==> src/rtl/alu_pkg.sv <==
// Shared definitions for the 8-bit ALU slice: operand/opcode widths, the operand
// loader state encoding and the ALU opcode constants used by alu_8bits.
package alu_pkg;

    localparam int WIDTH = 8;
    localparam int OPW   = 2;

    // Encoding doubles as the field_idx output (next field expected).
    typedef enum logic [1:0] {
        S_A    = 2'd0,
        S_B    = 2'd1,
        S_OP   = 2'd2,
        S_HOLD = 2'd3
    } ld_state_e;

    localparam logic [OPW-1:0] OP_ADD = 2'd0;
    localparam logic [OPW-1:0] OP_SUB = 2'd1;
    localparam logic [OPW-1:0] OP_AND = 2'd2;
    localparam logic [OPW-1:0] OP_OR  = 2'd3;

endpackage

==> src/rtl/sync_edge_det.sv <==
// Multi-flop synchronizer for an asynchronous level plus a single-cycle rising-edge
// pulse taken from the synchronized level.
module sync_edge_det #(
    parameter int SYNC_STAGES = 2
) (
    input  logic clk,
    input  logic rst_n,
    input  logic async_i,
    output logic level_o,
    output logic rise_o
);

    logic [SYNC_STAGES-1:0] sync_q;
    logic [SYNC_STAGES-1:0] fill_q;
    logic                   prev_q;

    // fill_q marks which sync stages hold a real pin sample rather than the reset
    // zero; until the last stage is real, prev_q is forced high so a line held
    // high across reset never looks like a fresh rise.
    always_ff @(posedge clk) begin
        if (!rst_n) begin
            sync_q <= '0;
            fill_q <= '0;
            prev_q <= 1'b1;
        end else begin
            sync_q <= {sync_q[SYNC_STAGES-2:0], async_i};
            fill_q <= {fill_q[SYNC_STAGES-2:0], 1'b1};
            prev_q <= fill_q[SYNC_STAGES-1] ? sync_q[SYNC_STAGES-1] : 1'b1;
        end
    end

    assign level_o = sync_q[SYNC_STAGES-1];
    assign rise_o  = sync_q[SYNC_STAGES-1] & ~prev_q & fill_q[SYNC_STAGES-1];

endmodule

==> src/rtl/alu_operand_loader.sv <==
// Serial loader for ALU operand A, operand B and opcode over one shared strobed bus.
// Optional inter-field timeout is enabled by defining OPLOAD_TIMEOUT_EN.
module alu_operand_loader #(
    parameter int WIDTH          = alu_pkg::WIDTH,
    parameter int OPW            = alu_pkg::OPW,
    parameter int SYNC_STAGES    = 2,
    parameter int TIMEOUT_CYCLES = 1024
) (
    input  logic             clk,
    input  logic             rst_n,
    input  logic             ena,
    input  logic [WIDTH-1:0] ld_data,
    input  logic             ld_strobe,
    input  logic             ld_abort,
    output logic [WIDTH-1:0] a_out,
    output logic [WIDTH-1:0] b_out,
    output logic [OPW-1:0]   op_out,
    output logic             out_valid,
    input  logic             out_ready,
    output logic [1:0]       field_idx,
    output logic             overrun,
    output logic             timeout_err
);
    import alu_pkg::*;

    ld_state_e        state_q, state_d;
    logic [WIDTH-1:0] a_q, a_d, b_q, b_d;
    logic [OPW-1:0]   op_q, op_d;
    logic             valid_q, valid_d;
    logic             overrun_q, overrun_d;
    logic             tmo_err_q, tmo_err_d;
    logic             strobe_rise, abort_lvl, xfer, tmo_hit;
    logic             strobe_lvl_unused, abort_rise_unused;

    sync_edge_det #(.SYNC_STAGES(SYNC_STAGES)) u_strobe_sync (
        .clk     (clk),
        .rst_n   (rst_n),
        .async_i (ld_strobe),
        .level_o (strobe_lvl_unused),
        .rise_o  (strobe_rise)
    );

    sync_edge_det #(.SYNC_STAGES(SYNC_STAGES)) u_abort_sync (
        .clk     (clk),
        .rst_n   (rst_n),
        .async_i (ld_abort),
        .level_o (abort_lvl),
        .rise_o  (abort_rise_unused)
    );

`ifdef OPLOAD_TIMEOUT_EN
    localparam int CW = (TIMEOUT_CYCLES > 2) ? $clog2(TIMEOUT_CYCLES) : 1;
    logic [CW-1:0] cnt_q, cnt_d;
    logic          in_wait;

    assign in_wait = (state_q == S_B) || (state_q == S_OP);
    assign tmo_hit = in_wait && (cnt_q == CW'(TIMEOUT_CYCLES - 1));

    always_comb begin
        cnt_d = cnt_q;
        if (ena) begin
            if (abort_lvl || strobe_rise || !in_wait || tmo_hit)
                cnt_d = '0;
            else
                cnt_d = cnt_q + 1'b1;
        end
    end

    always_ff @(posedge clk) begin
        if (!rst_n) cnt_q <= '0;
        else        cnt_q <= cnt_d;
    end
`else
    assign tmo_hit = 1'b0;
`endif

    always_comb begin
        state_d   = state_q;
        a_d       = a_q;
        b_d       = b_q;
        op_d      = op_q;
        valid_d   = valid_q;
        overrun_d = overrun_q;
        tmo_err_d = tmo_err_q;
        xfer      = (state_q == S_HOLD) && valid_q && out_ready;
        if (ena) begin
            // Abort wins over a same-cycle capture; a same-cycle transfer still lands.
            if (abort_lvl) begin
                state_d = S_A;
                valid_d = 1'b0;
                if (xfer) overrun_d = 1'b0;
            end else begin
                unique case (state_q)
                    S_A: if (strobe_rise) begin
                        a_d       = ld_data;
                        tmo_err_d = 1'b0;
                        state_d   = S_B;
                    end
                    S_B: if (strobe_rise) begin
                        b_d     = ld_data;
                        state_d = S_OP;
                    end else if (tmo_hit) begin
                        tmo_err_d = 1'b1;
                        state_d   = S_A;
                    end
                    S_OP: if (strobe_rise) begin
                        op_d    = ld_data[OPW-1:0];
                        valid_d = 1'b1;
                        state_d = S_HOLD;
                    end else if (tmo_hit) begin
                        tmo_err_d = 1'b1;
                        state_d   = S_A;
                    end
                    S_HOLD: begin
                        if (strobe_rise) overrun_d = 1'b1;
                        if (xfer) begin
                            valid_d = 1'b0;
                            state_d = S_A;
                            if (!strobe_rise) overrun_d = 1'b0;
                        end
                    end
                    default: state_d = S_A;
                endcase
            end
        end
    end

    always_ff @(posedge clk) begin
        if (!rst_n) begin
            state_q   <= S_A;
            a_q       <= '0;
            b_q       <= '0;
            op_q      <= '0;
            valid_q   <= 1'b0;
            overrun_q <= 1'b0;
            tmo_err_q <= 1'b0;
        end else begin
            state_q   <= state_d;
            a_q       <= a_d;
            b_q       <= b_d;
            op_q      <= op_d;
            valid_q   <= valid_d;
            overrun_q <= overrun_d;
            tmo_err_q <= tmo_err_d;
        end
    end

    assign a_out       = a_q;
    assign b_out       = b_q;
    assign op_out      = op_q;
    assign out_valid   = valid_q;
    assign field_idx   = state_q;
    assign overrun     = overrun_q;
    assign timeout_err = tmo_err_q;

endmodule

==> config.mk <==
export PLATFORM = sky130hd
export DESIGN_NAME = alu_operand_loader
export DESIGN_NICKNAME = d
export VERILOG_FILES = /design/src/rtl/alu_pkg.sv /design/src/rtl/sync_edge_det.sv /design/src/rtl/alu_operand_loader.sv
export SDC_FILE = /design/constraint.sdc
export NUM_CORES = 1
export LEC_CHECK = 0
export CAP_MARGIN = 25
export CORE_ASPECT_RATIO = 0.9
export CORE_UTILIZATION = 40
export CTS_CLUSTER_SIZE = 10
export DETAILED_ROUTE_END_ITERATION = 6
export PLACE_DENSITY = 0.7
export SYNTH_ARGS = -nofsm -noshare
export SYNTH_HDL_FRONTEND = slang
export SYNTH_SLANG_ARGS = --single-unit
export TNS_END_PERCENT = 20
==> constraint.sdc <==
create_clock -name clk -period 2.75 [get_ports clk]
set_clock_uncertainty 0.15 [all_clocks]
set_input_delay 0.6875 -clock clk [delete_from_list [all_inputs] [get_ports clk]]
set_output_delay 0.6875 -clock clk [all_outputs]
set_load 0.02 [all_outputs]
==> results_tabular.tex <==
\begin{tabular}{lr}
\hline
Metric & Value \\
\hline
\multicolumn{2}{l}{\textbf{Critical path}} \\
\quad Endpoint type of the worst setup path & primary output \\
\quad Register-to-register setup slack & just under 1 ns \\
\quad CP Data Required Time & between 1.5 and 2 ns \\
\quad CP arrival & $\sim$1.4 ns \\
\quad Delay-heaviest family, CP & buffers and inverters \\
\quad Critical path cell sequence & clkdlybuf4s50\_1 \\
\quad Endpoint of the worst register-to-register path & out\_valid\$\_SDFFE\_PN0P\_ \\
\quad Max incr delay on CP & between 0.6 and 0.7 ns \\
\quad Number of buffers and inverters on the critical path & 1 \\
\quad Worst-path maximum fanout & 6 \\
\quad R2r startpoint & field\_idx[0]\$\_SDFFE\_PN0P\_ \\
\quad R2R cell count & 6 \\
\quad Critical path start-end classification & reg2out \\
\quad Startpoint class of the critical path & register \\
\quad Critical path's slowest cell & clkdlybuf4s50\_1 \\
\multicolumn{2}{l}{\textbf{Route}} \\
\quad Total via count after detailed routing & $\sim$900 \\
\quad Length of the first detailed-routing pass in iterations & 3 \\
\quad Routed Wire Length & $\sim$2400 um \\
\quad Residual DRC & 0 \\
\quad Detail Route Antenna Nets & 0 \\
\quad Drt first-iter violations & 31 \\
\quad Routed vias/inst & approximately 4.6 \\
\quad Drt wl/cell & 12.4 um \\
\multicolumn{2}{l}{\textbf{Synth}} \\
\quad Flops \& latches, synth & 29 \\
\quad Sequential share of the synthesized area & 0.469 \\
\quad Avg Synthesized Cell Area & approximately 11 sq um \\
\quad Count of different cell masters after synthesis & 26 \\
\quad Cell accounting for the most synthesized area & dfxtp\_1 \\
\quad Total of warnings raised by yosys & 0 \\
\quad Number of cells produced by synthesis & around 110 \\
\quad Post-synthesis net count & between 100 and 150 \\
\quad Share of the synthesized area in the top cell type & 0.469 \\
\quad Mapped Area & $\sim$1200 sq um \\
\quad Largest cells by area after synthesis & dfxtp\_1 (47\%), mux2i\_1 (16\%), nor2b\_1 (10\%) \\
\multicolumn{2}{l}{\textbf{Finish}} \\
\quad Count of inserted antenna diode cells & 0 \\
\quad Area growth from synthesis to layout & 34.4\% \\
\quad Fraction of final layout cells with drive strength greater than 1 & 0.0927 \\
\quad Number of nets in the final layout & between 150 and 200 \\
\quad Most used cells in the layout excluding fill and tap cells & clkdlybuf4s50\_1 (35), dfxtp\_1 (29), mux2i\_1 (20), nor2b\_1 (20) \\
\quad Most common cell after layout, fill and taps aside & clkdlybuf4s50\_1 \\
\quad Utilization after layout & 0.586 \\
\multicolumn{2}{l}{\textbf{GRT}} \\
\quad Overall fraction of global-route tracks in use & 0.165 \\
\quad Number of global-route vias before repair & 898 \\
\quad Maximum number of pins on one net before global-route repair & 30 \\
\quad GR Overflow Total & 0 \\
\quad Initial antenna violation count & 0 \\
\quad First-pass GRT wire length & 3860 um \\
\multicolumn{2}{l}{\textbf{Placement}} \\
\quad Post-detail-place hpwl & roughly 1700 um \\
\quad Gpl congestion & a little under 0.8 \\
\quad Total of buffers placed on input and output ports & 35 \\
\quad Pre-CTS setup slack & 0.379 ns \\
\multicolumn{2}{l}{\textbf{Timing}} \\
\quad Final count of pins violating max slew & 0 \\
\quad Timing-limited maximum frequency & about 450 MHz \\
\quad Setup WS post-layout & approximately 0.51 ns \\
\quad Setup repair after global routing missed its margin & false \\
\quad Min Tclk post-route & $\sim$2.2 ns \\
\quad Finish-stage setup viols & 0 \\
\quad Final hold vios & 0 \\
\quad Final clock period utilization by the worst path & 0.815 \\
\quad Final total negative setup slack & 0 ns \\
\multicolumn{2}{l}{\textbf{Outcome}} \\
\quad Result of the run & finished, final reports clean \\
\multicolumn{2}{l}{\textbf{Worst hold path}} \\
\quad Type of the worst min-delay path & reg2reg \\
\quad Number of cells on the worst hold path & 1 \\
\quad Terminating pin of the worst hold path & u\_abort\_sync.sync\_q[1]\$\_SDFF\_PN0\_ \\
\quad Hold Crit Start & u\_abort\_sync.sync\_q[0]\$\_SDFF\_PN0\_ \\
\multicolumn{2}{l}{\textbf{Floorplanning}} \\
\quad Die Outline Area & about 3300 sq um \\
\quad Core area & between 2000 and 3000 sq um \\
\quad Row cnt & 18 \\
\quad IO Count & 37 \\
\quad Initial core utilization & 0.436 \\
\quad Horizontal die dimension & 60.6 um \\
\quad Die height & roughly 55 um \\
\multicolumn{2}{l}{\textbf{Clock tree}} \\
\quad CTS tree & yes \\
\quad CTS max path bufs & 2 \\
\quad Latest clock arrival within the worst-skew pair & around 0.32 ns \\
\quad Clock sink count & 29 \\
\quad Setup Buffers After CTS & 0 \\
\quad Cts bufs inserted & 5 \\
\quad \# resized after CTS & 0 \\
\quad Max H-tree Level & 2 \\
\quad Post-CTS Hold Fix Bufs & 0 \\
\quad Clock transition at the registers of the reported paths & 0.09 ns \\
\quad Clock root buffer master & clkbuf\_4 \\
\multicolumn{2}{l}{\textbf{Power}} \\
\quad Leakage power & roughly 0.57 nW \\
\quad Peak supply drop & just over 300 uV \\
\quad Areal power density over the cells & 446 nW/um\^{}2 \\
\quad Total power consumption of the routed design & 742 uW \\
\multicolumn{2}{l}{\textbf{Flow run}} \\
\quad Max\_cap viols & 0 \\
\hline
\end{tabular}
sequential cells by signal (all words and copies together), names as in the netlist:
signal                count
op_out                    2
u_strobe_sync.sync_q      2
u_strobe_sync.prev_q      1
overrun                   1
a_out                     8
field_idx                 2
u_strobe_sync.fill_q      2
u_abort_sync.sync_q       2
out_valid                 1
b_out                     8
metrics by stage:
step	hold WS, ns	cells	area (sq um)
after floorplan	0.250	113	1240
after global placement	0.265	184	1610
after detailed placement	0.273	184	1610
after CTS	0.289	191	1660
after global routing	0.303	191	1660
final	0.281	191	1660
report_power, final:
part	leakage, nW	switching [mW]	internal [mW]
logic	0.300	0.0230	0.0339
clock network	0.0314	0.133	0.120
registers	0.235	0.00522	0.426
worst max path at each step:
stage / cells after the start / to / startpoint
2_1_floorplan: 6 / out_valid$_SDFFE_PN0P_ / field_idx[0]$_SDFFE_PN0P_
3_3_place_gp: 6 / a_out[6]$_SDFFE_PN0P_ / ena
3_5_place_dp: 6 / b_out[4]$_SDFFE_PN0P_ / ena
4_1_cts: 1 / field_idx[1] / field_idx[1]$_SDFFE_PN0P_
5_1_grt: 1 / field_idx[0] / field_idx[0]$_SDFFE_PN0P_
6_report: 1 / field_idx[1] / field_idx[1]$_SDFFE_PN0P_
final cells by class:
cell class	count	area, sq um
fillers	259	1170
multi-input cells	75	597
flip-flops and latches	29	581
repair buffers	38	373
clock buffers	7	55.1
well taps	40	50.0
inverters	2	7.51
cells by family (layout without fill, tap and decap cells):
logic type	after synthesis	after routing	share of synthesized area
buffers and inverters	9	47	0.0485
adder cells (fa/ha/maj)	5	5	0.0506
AO/OA/AOI/OAI	4	4	0.0283
AND/OR/NAND/NOR	45	45	0.239
multiplexers	20	20	0.162
other	1	1	0.00303
flip-flops	29	29	0.469
per-layer routing:
metal  vias to the layer above  track usage  share of wire
met4                         0       0.0909          0.019
met3                         7       0.0449          0.040
met1                       407        0.184           0.44
met5                         -            0              0
met2                        19        0.288           0.51
li1                        448            -              -
synth_stat cells, drive strengths merged:
library cell / instances
nand3: 1
or2b: 1
nand2: 4
inv: 2
dfxtp: 29
ha: 5
and2: 6
and3b: 1
clkbuf: 3
or4b: 1
nor3: 1
o211ai: 1
mux2i: 20
conb: 1
nor2: 4
nand2b: 1
a22oi: 1
nand4b: 1
buf: 4
o21ai: 1
nor2b: 20
nand3b: 1
o221ai: 1
nor3b: 3
worst reg2reg max path, cell delays in order, from the launching register on:
cell      delay [ns]
dfxtp_1         0.41
inv_1           0.11
ha_1            0.23
or2b_1          0.17
o221ai_2        0.11
or4b_1          0.47
nand2_1         0.06
No activity file was read; power rests on OpenSTA's default activity.
